**src/rtl/seg_pkg.sv**
```systemverilog
// Shared definitions for the 7-segment serial display driver: FSM state
// encoding, the hex-to-segment lookup table and the blank-digit pattern.
package seg_pkg;

  // Frame sequencer states. LOAD_PENDING is the reset state and always
  // starts a frame on the first clock after reset is released.
  typedef enum logic [2:0] {
    ST_WAIT         = 3'd0,
    ST_LOAD         = 3'd1,
    ST_SHIFT        = 3'd2,
    ST_LATCH        = 3'd3,
    ST_LOAD_PENDING = 3'd4
  } seg_state_e;

  // Number of serial bits per frame (8 digits x 8 segments).
  localparam int FRAME_BITS = 64;

  // Segment byte {dp,g,f,e,d,c,b,a}, active-low; all ones is a dark digit.
  localparam logic [7:0] SEG_BLANK = 8'hFF;

  // Hex digit glyphs, index = nibble value, decimal point off.
  localparam logic [7:0] HEX_SEG_TABLE [16] = '{
    8'hC0, 8'hF9, 8'hA4, 8'hB0, 8'h99, 8'h92, 8'h82, 8'hF8,
    8'h80, 8'h90, 8'h88, 8'h83, 8'hC6, 8'hA1, 8'h86, 8'h8E
  };

  // Glyph lookup for one nibble.
  function automatic logic [7:0] hex_seg(input logic [3:0] nibble);
    return HEX_SEG_TABLE[nibble];
  endfunction

endpackage

```
**src/rtl/hex_to_seg.sv**
```systemverilog
// One display digit: hex nibble plus dot/enable flags to an active-low
// segment byte {dp,g,f,e,d,c,b,a}. Purely combinational.
module hex_to_seg
  import seg_pkg::*;
(
  input  logic [3:0] nibble_i,
  input  logic       dot_i,
  input  logic       en_i,
  output logic [7:0] seg_o
);

  // A disabled digit is fully dark, dot included; otherwise glyph plus
  // optional decimal point (bit 7, lit when low).
  always_comb begin
    seg_o = SEG_BLANK;
    if (en_i) begin
      seg_o = hex_seg(nibble_i);
      if (dot_i) begin
        seg_o[7] = 1'b0;
      end
    end
  end

endmodule

```
**src/rtl/seg_serial_driver.sv**
```systemverilog
// Serial driver for the 8-digit 7-segment display behind an external
// shift-register chain. Each frame snapshots data/dot/en, shifts 64
// active-low segment bits MSB-first on seg_clk/seg_do and then raises
// seg_pen to latch the chain. Frames repeat every REFRESH idle cycles or
// start early on an update request.
module seg_serial_driver
  import seg_pkg::*;
#(
  parameter int CLK_DIV = 2,
  parameter int REFRESH = 25000
) (
  input  logic        clk,
  input  logic        rstn,
  input  logic [31:0] data,
  input  logic [7:0]  dot,
  input  logic [7:0]  en,
  input  logic        update,
  output logic        seg_clk,
  output logic        seg_do,
  output logic        seg_pen,
  output logic        seg_clr_n,
  output logic        busy,
  output logic        frame_done
);

  localparam int DIV_W = (CLK_DIV > 1) ? $clog2(CLK_DIV) : 1;
  localparam int REF_W = (REFRESH > 1) ? $clog2(REFRESH) : 1;
  localparam logic [DIV_W-1:0] DIV_LAST = DIV_W'(CLK_DIV - 1);
  localparam logic [REF_W-1:0] REF_LAST = REF_W'(REFRESH - 1);
  localparam logic [5:0]       BIT_LAST = 6'(FRAME_BITS - 1);

  seg_state_e       state_q, state_d;
  logic [DIV_W-1:0] div_q, div_d;       // cycles spent in current half-bit / latch
  logic             phase_q, phase_d;   // 0: seg_clk low half, 1: high half
  logic [5:0]       bit_q, bit_d;       // bits already sent this frame
  logic [REF_W-1:0] ref_q, ref_d;       // idle cycles since the latch
  logic [63:0]      sr_q, sr_d;         // outgoing segment bits, MSB first
  logic             pending_q, pending_d;

  logic seg_clk_q, seg_clk_d;
  logic seg_do_q, seg_do_d;
  logic seg_pen_q, seg_pen_d;
  logic seg_clr_n_q;
  logic busy_q, busy_d;
  logic frame_done_q, frame_done_d;

  // Digit 7 lands in bits [63:56] so it is shifted out first.
  logic [63:0] snap;

  for (genvar gi = 0; gi < 8; gi++) begin : g_digit
    hex_to_seg u_dec (
      .nibble_i (data[gi*4 +: 4]),
      .dot_i    (dot[gi]),
      .en_i     (en[gi]),
      .seg_o    (snap[gi*8 +: 8])
    );
  end

  // Next-state logic: frame sequencing, bit-clock divider, bit counter,
  // refresh timer and the merged update request.
  always_comb begin
    state_d      = state_q;
    div_d        = div_q;
    phase_d      = phase_q;
    bit_d        = bit_q;
    ref_d        = ref_q;
    sr_d         = sr_q;
    pending_d    = pending_q;
    frame_done_d = 1'b0;

    unique case (state_q)
      ST_LOAD_PENDING: begin
        state_d = ST_LOAD;
      end

      // The cycle entering WAIT is the latch cycle itself, so it already
      // counts as the first idle cycle of the refresh gap.
      ST_WAIT: begin
        if (pending_q || update || (ref_q == REF_LAST)) begin
          state_d = ST_LOAD;
          ref_d   = '0;
        end else begin
          ref_d = ref_q + 1'b1;
        end
      end

      // A request arriving while the snapshot is taken still earns a
      // follow-up frame, so it overrides the pending clear.
      ST_LOAD: begin
        sr_d      = snap;
        pending_d = update;
        div_d     = '0;
        phase_d   = 1'b0;
        bit_d     = '0;
        state_d   = ST_SHIFT;
      end

      // Shift happens together with the falling seg_clk so seg_do only
      // moves while seg_clk is low.
      ST_SHIFT: begin
        pending_d = pending_q | update;
        if (div_q == DIV_LAST) begin
          div_d = '0;
          if (!phase_q) begin
            phase_d = 1'b1;
          end else begin
            phase_d = 1'b0;
            sr_d    = {sr_q[62:0], 1'b1};
            bit_d   = bit_q + 1'b1;
            if (bit_q == BIT_LAST) begin
              state_d = ST_LATCH;
            end
          end
        end else begin
          div_d = div_q + 1'b1;
        end
      end

      ST_LATCH: begin
        pending_d = pending_q | update;
        if (div_q == DIV_LAST) begin
          div_d        = '0;
          ref_d        = '0;
          state_d      = ST_WAIT;
          frame_done_d = 1'b1;
        end else begin
          div_d = div_q + 1'b1;
        end
      end

      default: begin
        state_d = ST_LOAD_PENDING;
      end
    endcase
  end

  // Pin values follow the upcoming state so every display pin comes
  // straight from a flop and never glitches.
  always_comb begin
    busy_d    = (state_d == ST_LOAD) || (state_d == ST_SHIFT) || (state_d == ST_LATCH);
    seg_pen_d = !busy_d;
    seg_clk_d = (state_d == ST_SHIFT) && phase_d;
    seg_do_d  = (state_d == ST_SHIFT) ? sr_d[63] : 1'b1;
  end

  // State and pin registers; reset aborts any frame in flight at once.
  always_ff @(posedge clk or negedge rstn) begin
    if (!rstn) begin
      state_q      <= ST_LOAD_PENDING;
      div_q        <= '0;
      phase_q      <= 1'b0;
      bit_q        <= '0;
      ref_q        <= '0;
      sr_q         <= '1;
      pending_q    <= 1'b1;
      seg_clk_q    <= 1'b0;
      seg_do_q     <= 1'b1;
      seg_pen_q    <= 1'b1;
      seg_clr_n_q  <= 1'b0;
      busy_q       <= 1'b0;
      frame_done_q <= 1'b0;
    end else begin
      state_q      <= state_d;
      div_q        <= div_d;
      phase_q      <= phase_d;
      bit_q        <= bit_d;
      ref_q        <= ref_d;
      sr_q         <= sr_d;
      pending_q    <= pending_d;
      seg_clk_q    <= seg_clk_d;
      seg_do_q     <= seg_do_d;
      seg_pen_q    <= seg_pen_d;
      seg_clr_n_q  <= 1'b1;
      busy_q       <= busy_d;
      frame_done_q <= frame_done_d;
    end
  end

  assign seg_clk    = seg_clk_q;
  assign seg_do     = seg_do_q;
  assign seg_pen    = seg_pen_q;
  assign seg_clr_n  = seg_clr_n_q;
  assign busy       = busy_q;
  assign frame_done = frame_done_q;

endmodule

```
**config.mk**
```make
export PLATFORM = sky130hd
export DESIGN_NAME = seg_serial_driver
export DESIGN_NICKNAME = d
export VERILOG_FILES = /design/src/rtl/seg_pkg.sv /design/src/rtl/hex_to_seg.sv /design/src/rtl/seg_serial_driver.sv
export SDC_FILE = /design/constraint.sdc
export NUM_CORES = 1
export LEC_CHECK = 0
export ABC_AREA = 1
export ABC_CLOCK_PERIOD_IN_PS = 1600
export BUFFER_PORTS_ARGS = -buffer_cell sky130_fd_sc_hd__buf_2
export CORE_UTILIZATION = 40
export CTS_CLUSTER_DIAMETER = 150
export DETAILED_ROUTE_END_ITERATION = 16
export PLACE_DENSITY = 0.66
export RECOVER_POWER = 100
export SYNTH_ARGS = -nofsm -noshare
export SYNTH_HDL_FRONTEND = slang
export SYNTH_HIERARCHICAL = 1
export SYNTH_SLANG_ARGS = --single-unit
export TNS_END_PERCENT = 50
```
**constraint.sdc**
```tcl
create_clock -name clk -period 1.6 [get_ports clk]
set_input_delay 0.08 -clock clk [delete_from_list [all_inputs] [get_ports clk]]
set_output_delay 0.08 -clock clk [all_outputs]
set_load 0.02 [all_outputs]
```
==> summary.md, run 1 <==
| Metric | Value |
|---|---|
| Status | `complete, no violations` |
| RSZ-0062 raised after global routing | `false` |
| Metal2 WL | `7.66 mm` |
| CTS root buf | `clkbuf_16` |
| Skew final | `0.0119 ns` |
| Die area | `0.0183 sq mm` |
| Final Hold Fails | `0` |
| Post-synthesis cell area | `0.00710 sq mm` |
| CP Class | `register to register` |
| Clock transition at the registers of the reported paths | `0.07 ns` |
| Post-synthesis simple-gate area fraction | `0.333` |
| Logic pwr share | `0.135` |
| Int Pwr | `0.00397 W` |
| Max IR drop VDD | `0.000415 V` |
| 1st-iter DRT viols | `403` |
| Pleak | `3.96 nW` |
| Setup-failing EPs final | `0` |
| WP data required | `1.84 ns` |
| Via count of the first global-routing pass | `6,006` |
| Compound-Gate Fraction of Synth Area | `0.108` |
| Switch share | `0.275` |
| Synth Area in Adders | `0.104` |
| Synth unique cells | `39` |
| # DRC | `0` |
| Clock latency on the worst-skew pair | `0.35 ns` |
| WL met1 | `7.59 mm` |
| Most frequent cells in the layout | `nand2_1, nand3_1, inv_1` |
| Pwr per Cell Area | `691 mW/mm^2` |
| Xor and xnor area share after synthesis | `0.00741` |
| Final net count | `1,104` |
| Die height | `135 microns` |
| Count of state elements after synthesis | `97` |
| Fillers | `1,761` |
| Avg WL per Cell | `12.9 microns` |
| Slew Viols, Final | `0` |
| DR top layer | `met4` |
| Core ar. | `0.0173 sq mm` |
| Largest net degree at the start of global routing | `98` |
| Register area share after synthesis | `0.354` |
| Final period utilization | `0.937` |
| I/O pin cnt | `57` |
| Worst Max-Slew Pin Slew | `0.880 ns` |
| GRT Total Usage | `0.177` |
| Total Power | `0.00548 W` |
| Sequential Power Share | `0.490` |
| Total number of H-tree levels | `3` |
| Final TNS setup | `0 ns` |
| CTS tree | `built` |
| Critical Path Fanout Max | `12` |
| Area grow syn2layout | `11.7%` |
| IO Port Bufs | `56` |
| Synthesized instance count | `952` |
| Maximum clock path buffer count | `2` |
| Final ANT Viol Nets | `0` |
| Initial Utilization | `0.410` |
| TritonRoute pass-1 iters | `5` |
| Relative slew slack | `0.413` |
| Max Fclk | `667 MHz` |
| Share of cells above drive strength 1 | `0.197` |
| Final Core Density | `0.458` |
| Max_cap viols | `0` |
| Mapped Nets | `1,062` |
| Final wirelength | `15.8 mm` |
| Via/cell ratio | `5.18` |
| Synth Warn # | `6` |
| Die width | `135 microns` |
| Most common cell after layout, fill and taps aside | `nand2_1` |
| Cts bufs inserted | `9` |
| Tmin final | `1.50 ns` |
| Hold WC Path Type | `primary input to register` |
| Antenna diodes | `0` |
| Reg2reg setup slack | `0.10 ns` |
| Net Switching | `0.00151 W` |
| Critical path data arrival time | `1.74 ns` |
| Via count | `6,338` |
| Mux cell area share after synthesis | `0` |
| Largest family of logic cells by synthesized area | `simple AND/OR/NAND/NOR gates` |
| FP Rows | `48` |
| Detailed placement HPWL | `10.6 mm` |
| Worst Setup End Kind | `register` |
| First-pass GRT wire length | `26.7 mm` |
| Syn Area/Cell | `7.45 sq um` |
| Antenna violations before repair | `0` |
| Clk pwr share | `0.375` |
| Routed met3 length | `442 microns` |
| Worst setup SP type | `register` |
| Final Wtd Congestion | `0.866` |
| CTS Sinks | `97` |
| Hold_ws | `0.0136 ns` |
| GRT overflow | `0` |
==> stage by stage <==
| step | setup slack (ns) | std cells | instance area, sq um |
|---|---|---|---|
| 2_1_floorplan | 0.232 | 952 | 7100 |
| 3_3_place_gp | 0.0770 | 1199 | 7530 |
| 3_5_place_dp | 0.0410 | 1199 | 7530 |
| 4_1_cts | 0.0331 | 1218 | 7840 |
| 5_1_grt | 0.00257 | 1224 | 7930 |
| 6_report | 0.101 | 1224 | 7930 |
==> cell type report <==
cell class,count,area [sq um],share of cell area
Sequential cell,97,2510,0.317
Clock inverter,6,50.0,0.00631
Tap cell,225,282,0.0355
Inverter,88,335,0.0423
Clock buffer,10,229,0.0289
Multi-Input combinational cell,716,3960,0.499
Timing Repair Buffer,82,564,0.0712
==> synthesized netlist by cell type, drive strengths merged <==
master / number / area share
nand2: 334 / 0.18
nand3: 163 / 0.12
inv: 88 / 0.047
dfstp: 68 / 0.25
a32oi: 62 / 0.077
ha: 59 / 0.10
nor2: 41 / 0.023
buf: 39 / 0.039
dfrtp: 29 / 0.10
o21ai: 27 / 0.025
clkbuf: 12 / 0.0063
nand4: 9 / 0.0079
xor2: 5 / 0.0062
nor3: 4 / 0.0028
a21boi: 1 / 0.0011
a21o: 1 / 0.0011
a21oi: 1 / 0.00070
a31oi: 1 / 0.00088
and2: 1 / 0.00088
conb: 1 / 0.00053
nand3b: 1 / 0.0011
nor3b: 1 / 0.0011
o21bai: 1 / 0.0011
o22ai: 1 / 0.00088
o31ai: 1 / 0.0011
xnor2: 1 / 0.0012
==> worst max-delay path, cell delays in order, from the launching register on <==
cell and delay (ns):
dfstp_2 0.54, inv_2 0.07, nand2_4 0.08, inv_2 0.06, nand2_4 0.12, o21ai_4 0.10
buf_12 0.15, clkbuf_16 0.16, nand2_1 0.05, o21ai_1 0.05
==> kinds of logic after synthesis <==
logic type / Yosys count
simple gates: 554
buf+inv: 139
flops: 97
compound gates: 96
fa+ha+maj: 59
xor+xnor: 6
other cells: 1
==> path summary, 6_finish.rpt <==
path / start / to / cells after the start
setup / recovery: state_q[2]$_DFF_PN1_ / bit_q[5]$_DFFE_PN0P_ / 9
max in group asynchronous: rstn / div_q$_DFFE_PN0P_ / 3
setup reg to reg: state_q[2]$_DFF_PN1_ / bit_q[5]$_DFFE_PN0P_ / 9
hold / removal: dot[5] / sr_q[47]$_DFFE_PN1P_ / 4
hold reg to reg: sr_q[38]$_DFFE_PN1P_ / sr_q[38]$_DFFE_PN1P_ / 2
min in group asynchronous: rstn / ref_q[14]$_DFFE_PN0P_ / 3
==> state kept, by name, summed over array words and instances (netlist names) <==
signal / flops
bit_q: 6
busy: 1
div_q: 1
frame_done: 1
pending_q: 1
phase_q: 1
ref_q: 15
seg_clk: 1
seg_clr_n: 1
seg_do: 1
seg_pen: 1
sr_q: 64
state_q: 3
==> timing repair <==
action / CTS / global route
resized for setup: 0 / 13
endpoints found under the setup margin: 0 / 69
buffers inserted: 0 / 3
hold endpoints to repair: 31 / 0
hold buffers: 3 / 0
==> power groups by stage <==
stage,combinational [W],sequential [W],clock [W]
2_1_floorplan,0.000520,0.00271,0
3_3_place_gp,0.000731,0.00273,0
3_5_place_dp,0.000744,0.00272,0
5_1_grt,0.000851,0.00270,0.00222
4_1_cts,0.000751,0.00269,0.00212
6_report,0.000738,0.00269,0.00205
==> layer usage <==
metal	GRT usage	vias up
met4	0.0400	0
li1	-	3254
met2	0.309	102
met1	0.228	2971
met3	0.0266	11
met5	0	-
Power figures use the tool's default switching activity.
==> run 2, diff against run 1 <==
--- a/config.mk
+++ b/config.mk
@@ -11,6 +11,7 @@
 export CORE_UTILIZATION = 40
 export CTS_CLUSTER_DIAMETER = 150
 export DETAILED_ROUTE_END_ITERATION = 16
+export GPL_TIMING_DRIVEN = 0
 export PLACE_DENSITY = 0.66
 export RECOVER_POWER = 100
 export SYNTH_ARGS = -nofsm -noshare
==> summary.md, run 2 (same netlist as run 1, synthesis figures left out) <==
| Metric | Value |
|---|---|
| Status | `complete, no violations` |
| Final Hold Fails | `0` |
| CTS root buf | `clkbuf_16` |
| Max_cap viols | `0` |
| Final net count | `1,120` |
| WL met1 | `7.76 mm` |
| Placed insts | `1,218` |
| Pwr per Cell Area | `718 mW/mm^2` |
| Antenna violations before repair | `0` |
| # DRC | `0` |
| Avg WL per Cell | `12.9 microns` |
| Final period utilization | `0.969` |
| Via count | `6,437` |
| Antenna diodes | `0` |
| Worst Max-Slew Pin Slew | `0.640 ns` |
| Maximum clock path buffer count | `2` |
| Clock transition at the registers of the reported paths | `0.07 ns` |
| CTS Sinks | `97` |
| Critical Path Fanout Max | `8` |
| Final Worst Setup Slack | `0.0496 ns` |
| Skew final | `0.00692 ns` |
| Final wirelength | `16.0 mm` |
| Relative slew slack | `0.573` |
| Critical path data arrival time | `1.79 ns` |
| Most frequent cells in the layout | `nand2_1, nand3_1, inv_1` |
| 1st-iter DRT viols | `390` |
| Max IR drop VDD | `0.000585 V` |
| Share of cells above drive strength 1 | `0.221` |
| Top Registers | `sr_q: 64 flops, ref_q: 15 flops, bit_q: 6 flops` |
| Worst Setup End Kind | `register` |
| Final ANT Viol Nets | `0` |
| Worst Setup SP | `state_q[2]$_DFF_PN1_` |
| Metal2 WL | `7.64 mm` |
| I/O pin cnt | `57` |
| Pleak | `4.08 nW` |
| Initial Utilization | `0.410` |
| Setup-failing EPs final | `0` |
| WP data required | `1.84 ns` |
| CTS tree | `built` |
| Final Instance Count excl. Fillers | `1,240` |
| TritonRoute pass-1 iters | `5` |
| Total Power | `0.00584 W` |
| Largest register FFs | `64` |
| Routed met3 length | `484 microns` |
| GRT overflow | `0` |
| RSZ-0062 raised after global routing | `true` |
| Fillers | `1,758` |
| Die width | `135 microns` |
| Die height | `135 microns` |
| Largest net degree at the start of global routing | `51` |
| Die area | `0.0183 sq mm` |
| Detailed placement HPWL | `11.3 mm` |
| Via count of the first global-routing pass | `6,099` |
| Hold WC Path Type | `primary input to register` |
| Total number of H-tree levels | `3` |
| Cts bufs inserted | `9` |
| First-pass GRT wire length | `27.4 mm` |
| FF-to-FF Start | `state_q[2]$_DFF_PN1_` |
| FP Rows | `48` |
| DR top layer | `met4` |
| Hold_sp | `dot[3]` |
| GRT Total Usage | `0.182` |
| IO Port Bufs | `40` |
| Clock latency on the worst-skew pair | `0.35 ns` |
| Slew Viols, Final | `0` |
| Core ar. | `0.0173 sq mm` |
| CP Class | `register to register` |
| Reg with most FFs | `sr_q` |
| Most common cell after layout, fill and taps aside | `nand2_1` |
| Via/cell ratio | `5.19` |
| Final Wtd Congestion | `0.831` |
| Setup WS pre-CTS | `-0.0103 ns` |
| Area grow syn2layout | `14.7%` |
| Max Fclk | `645 MHz` |
| Tmin final | `1.55 ns` |
| Worst setup SP type | `register` |
## run 2: cell count changes in the layout (fill, tap and decap cells not counted), moves of 2 or more
cell	before	now
buf_6	5	15
clkbuf_2	1	8
a32oi_1	62	58
a32oi_2	0	4
buf_2	50	54
clkbuf_1	7	4
buf_12	3	1
bufinv_16	0	2
nor2_1	36	34
## run 2: what timing repair did
action,4_1_cts,5_1_grt
endpoints found under the hold margin,18,0
hold buffers,3,0
cloned,0,1
gates resized for setup,3,61
setup endpoints to repair,5,80
pin swaps,0,2
setup buffers,0,2
## run 2: cell type report
cell class	instances	area, sq um	share of cell area
Inverter	88	335	0.0412
Timing Repair Buffer	47	313	0.0384
Clock buffer	12	246	0.0303
Tap cell	225	282	0.0346
Buffer	51	382	0.0469
Multi-Input combinational cell	716	3990	0.490
Sequential cell	97	2510	0.309
Clock inverter	4	76.3	0.00938
## run 2: where the power goes
part,internal [W],switching [W],leakage (nW)
clock,0.00142,0.000948,0.153
sequential,0.00263,0.0000576,1.03
combinational,0.000295,0.000488,2.90
## run 2: through the flow
step                      TNS [ns]  utilization  hold slack [ns]  cell area (sq um)
final                            0        0.470           0.0150               8140
after global routing        -0.165        0.470           0.0415               8140
after CTS                        0        0.461          0.00961               7970
after detailed placement   -0.0176        0.440            0.144               7610
after global placement      -18.37        0.438            0.329               7580
after floorplan                  0            -           -0.216               7100
## run 2: worst paths after layout
path,endpoint,slack [ns],depth (start not counted)
setup / recovery,bit_q[3]$_DFFE_PN0P_,0.05,11
hold / removal,sr_q[31]$_DFFE_PN1P_,0.02,4
setup reg to reg,bit_q[3]$_DFFE_PN0P_,0.05,11
hold reg to reg,sr_q[23]$_DFFE_PN1P_,0.47,2
max in group asynchronous,sr_q[24]$_DFFE_PN1P_,0.59,3
min in group asynchronous,ref_q[14]$_DFFE_PN0P_,0.29,2
## run 2: worst max-delay path, stage by stage, from the launching register on
cell and delay (ns):
dfstp_2 0.55, inv_2 0.07, nand2_4 0.09, nor2_4 0.05
nand2_2 0.09, nand2_2 0.08, o21ai_4 0.08, buf_12 0.16
buf_8 0.13, inv_6 0.04, nand2_1 0.04, o21ai_1 0.05
## run 2: per-layer routing
metal / GRT usage / up-vias
met5: 0 / -
met4: 0.0368 / 0
met3: 0.0363 / 9
met2: 0.304 / 99
met1: 0.243 / 3044
li1: - / 3285
==> run 3, diff against run 2 <==
--- a/config.mk
+++ b/config.mk
@@ -9,6 +9,7 @@
 export ABC_CLOCK_PERIOD_IN_PS = 1600
 export BUFFER_PORTS_ARGS = -buffer_cell sky130_fd_sc_hd__buf_2
 export CORE_UTILIZATION = 40
+export CTS_BUF_LIST = sky130_fd_sc_hd__clkbuf_4 sky130_fd_sc_hd__clkbuf_8
 export CTS_CLUSTER_DIAMETER = 150
 export DETAILED_ROUTE_END_ITERATION = 16
 export GPL_TIMING_DRIVEN = 0
==> summary.md, run 3 (same netlist as run 1, synthesis figures left out) <==
| Metric | Value |
|---|---|
| RSZ-0062 raised after global routing | `true` |
| Largest net degree at the start of global routing | `51` |
| Die height | `135 microns` |
| Via/cell ratio | `5.16` |
| Worst Max-Slew Pin Slew | `1.25 ns` |
| Via count of the first global-routing pass | `6,018` |
| I/O pin cnt | `57` |
| Area grow syn2layout | `13.9%` |
| Die area | `0.0183 sq mm` |
| Avg WL per Cell | `12.8 microns` |
| Initial Utilization | `0.410` |
| TritonRoute pass-1 iters | `4` |
| Hold WC Path Type | `primary input to register` |
| Critical Path Fanout Max | `8` |
| CTS root buf | `clkbuf_8` |
| Slew Viols, Final | `0` |
| IO Port Bufs | `40` |
| Max Fclk | `642 MHz` |
| CP Class | `register to register` |
| Final Wtd Congestion | `0.831` |
| FP Rows | `48` |
| Worst setup SP type | `register` |
| Critical path data arrival time | `1.83 ns` |
| GRT overflow | `0` |
| Status | `complete, no violations` |
| Cts bufs inserted | `9` |
| Hold_ws | `0.0338 ns` |
| Pwr per Cell Area | `659 mW/mm^2` |
| Most frequent cells in the layout | `nand2_1, nand3_1, inv_1` |
| WP data required | `1.87 ns` |
| GRT Total Usage | `0.180` |
| Antenna violations before repair | `0` |
| Clock latency on the worst-skew pair | `0.38 ns` |
| Largest register FFs | `64` |
| Detailed placement HPWL | `11.3 mm` |
| Final period utilization | `0.974` |
| First-pass GRT wire length | `27.2 mm` |
| Final Hold Fails | `0` |
| Total number of H-tree levels | `3` |
| Max IR drop VDD | `0.000599 V` |
| Via count | `6,422` |
| Clock transition at the registers of the reported paths | `0.10 ns` |
| Post-placement cell area | `0.00761 sq mm` |
| Final net count | `1,124` |
| Tmin final | `1.56 ns` |
| Design area | `0.00808 sq mm` |
| Die width | `135 microns` |
| Antenna diodes | `0` |
| Max_cap viols | `0` |
| Core ar. | `0.0173 sq mm` |
| Setup-failing EPs final | `0` |
| Worst Setup End Kind | `register` |
| CTS tree | `built` |
| Final ANT Viol Nets | `0` |
| Final TNS setup | `0 ns` |
| Final wirelength | `15.9 mm` |
| Pleak | `4.06 nW` |
| Relative slew slack | `0.168` |
| CTS Sinks | `97` |
| Top Registers | `sr_q: 64 flops, ref_q: 15 flops, bit_q: 6 flops` |
| Maximum clock path buffer count | `2` |
| Skew final | `0.0116 ns` |
| Fillers | `1,762` |
| 1st-iter DRT viols | `391` |
| Reg with most FFs | `sr_q` |
| # DRC | `0` |
| Share of cells above drive strength 1 | `0.220` |
| Most common cell after layout, fill and taps aside | `nand2_1` |
run 3: cell count changes in the layout (fill, tap and decap cells not counted), sizes merged:
| cell | delta |
|---|---|
| buf | -7 |
| clkbuf | +7 |
| dlygate4sd3 | +4 |
run 3: final timing paths:
kind	from	to	slack, ns	cells past startpoint
max	state_q[2]$_DFF_PN1_	bit_q[3]$_DFFE_PN0P_	0.04	11
min	dot[2]	sr_q[23]$_DFFE_PN1P_	0.03	4
max reg2reg	state_q[2]$_DFF_PN1_	bit_q[3]$_DFFE_PN0P_	0.04	11
min reg2reg	sr_q[23]$_DFFE_PN1P_	sr_q[23]$_DFFE_PN1P_	0.47	2
max in group asynchronous	rstn	sr_q[34]$_DFFE_PN1P_	0.21	3
min in group asynchronous	rstn	ref_q[14]$_DFFE_PN0P_	0.50	2
run 3: worst max-delay path: stages (launching register included):
cell,delay [ns]
dfstp_2,0.58
inv_4,0.06
nand2_4,0.08
nor2_4,0.05
nand2_1,0.11
nand2_2,0.07
o21ai_4,0.07
buf_12,0.16
buf_8,0.13
inv_6,0.04
nand2_1,0.04
o21ai_1,0.05
run 3: report_power, final:
| part | internal, W | switching, W | total (W) |
|---|---|---|---|
| Clock | 0.000963 | 0.000887 | 0.00185 |
| Combinational | 0.000301 | 0.000488 | 0.000788 |
| Sequential | 0.00263 | 0.0000566 | 0.00269 |
run 3: repair_timing:
item                                   4_1_cts  5_1_grt
pin swaps                                    0        2
endpoints found under the hold margin       22        0
resized for setup                            4       55
buffers inserted                             0        2
cloned                                       0        1
hold buffers                                 7        0
setup endpoints to repair                    5       82
run 3: final cells by class:
type	instances	area [sq um]	area share
tap	225	282	0.0348
buffer	51	384	0.0475
timing repair buffer	51	350	0.0434
clock buffer	12	153	0.0189
multi-input combinational	716	3980	0.493
inverter	88	340	0.0421
sequential	97	2510	0.311
clock inverter	4	76.3	0.00945
run 3: routing by layer:
metal	vias to the layer above	GRT usage	share of wire	routed length, microns
met5	-	0	0	0
met4	0	0.0368	0.0055	88
met3	6	0.0340	0.026	419
met2	83	0.299	0.47	7500
met1	3030	0.243	0.50	7890
li1	3303	-	-	-
run 3: per-stage QoR:
step / total power, W / util / setup slack, ns / std cells
3_5_place_dp: 0.00350 / 0.440 / -0.0103 / 1218
5_1_grt: 0.00559 / 0.467 / -0.0506 / 1244
6_report: 0.00533 / 0.467 / 0.0413 / 1244
3_3_place_gp: 0.00348 / 0.438 / -0.550 / 1217
4_1_cts: 0.00538 / 0.458 / 0.00758 / 1241
2_1_floorplan: 0.00323 / - / 0.232 / 952
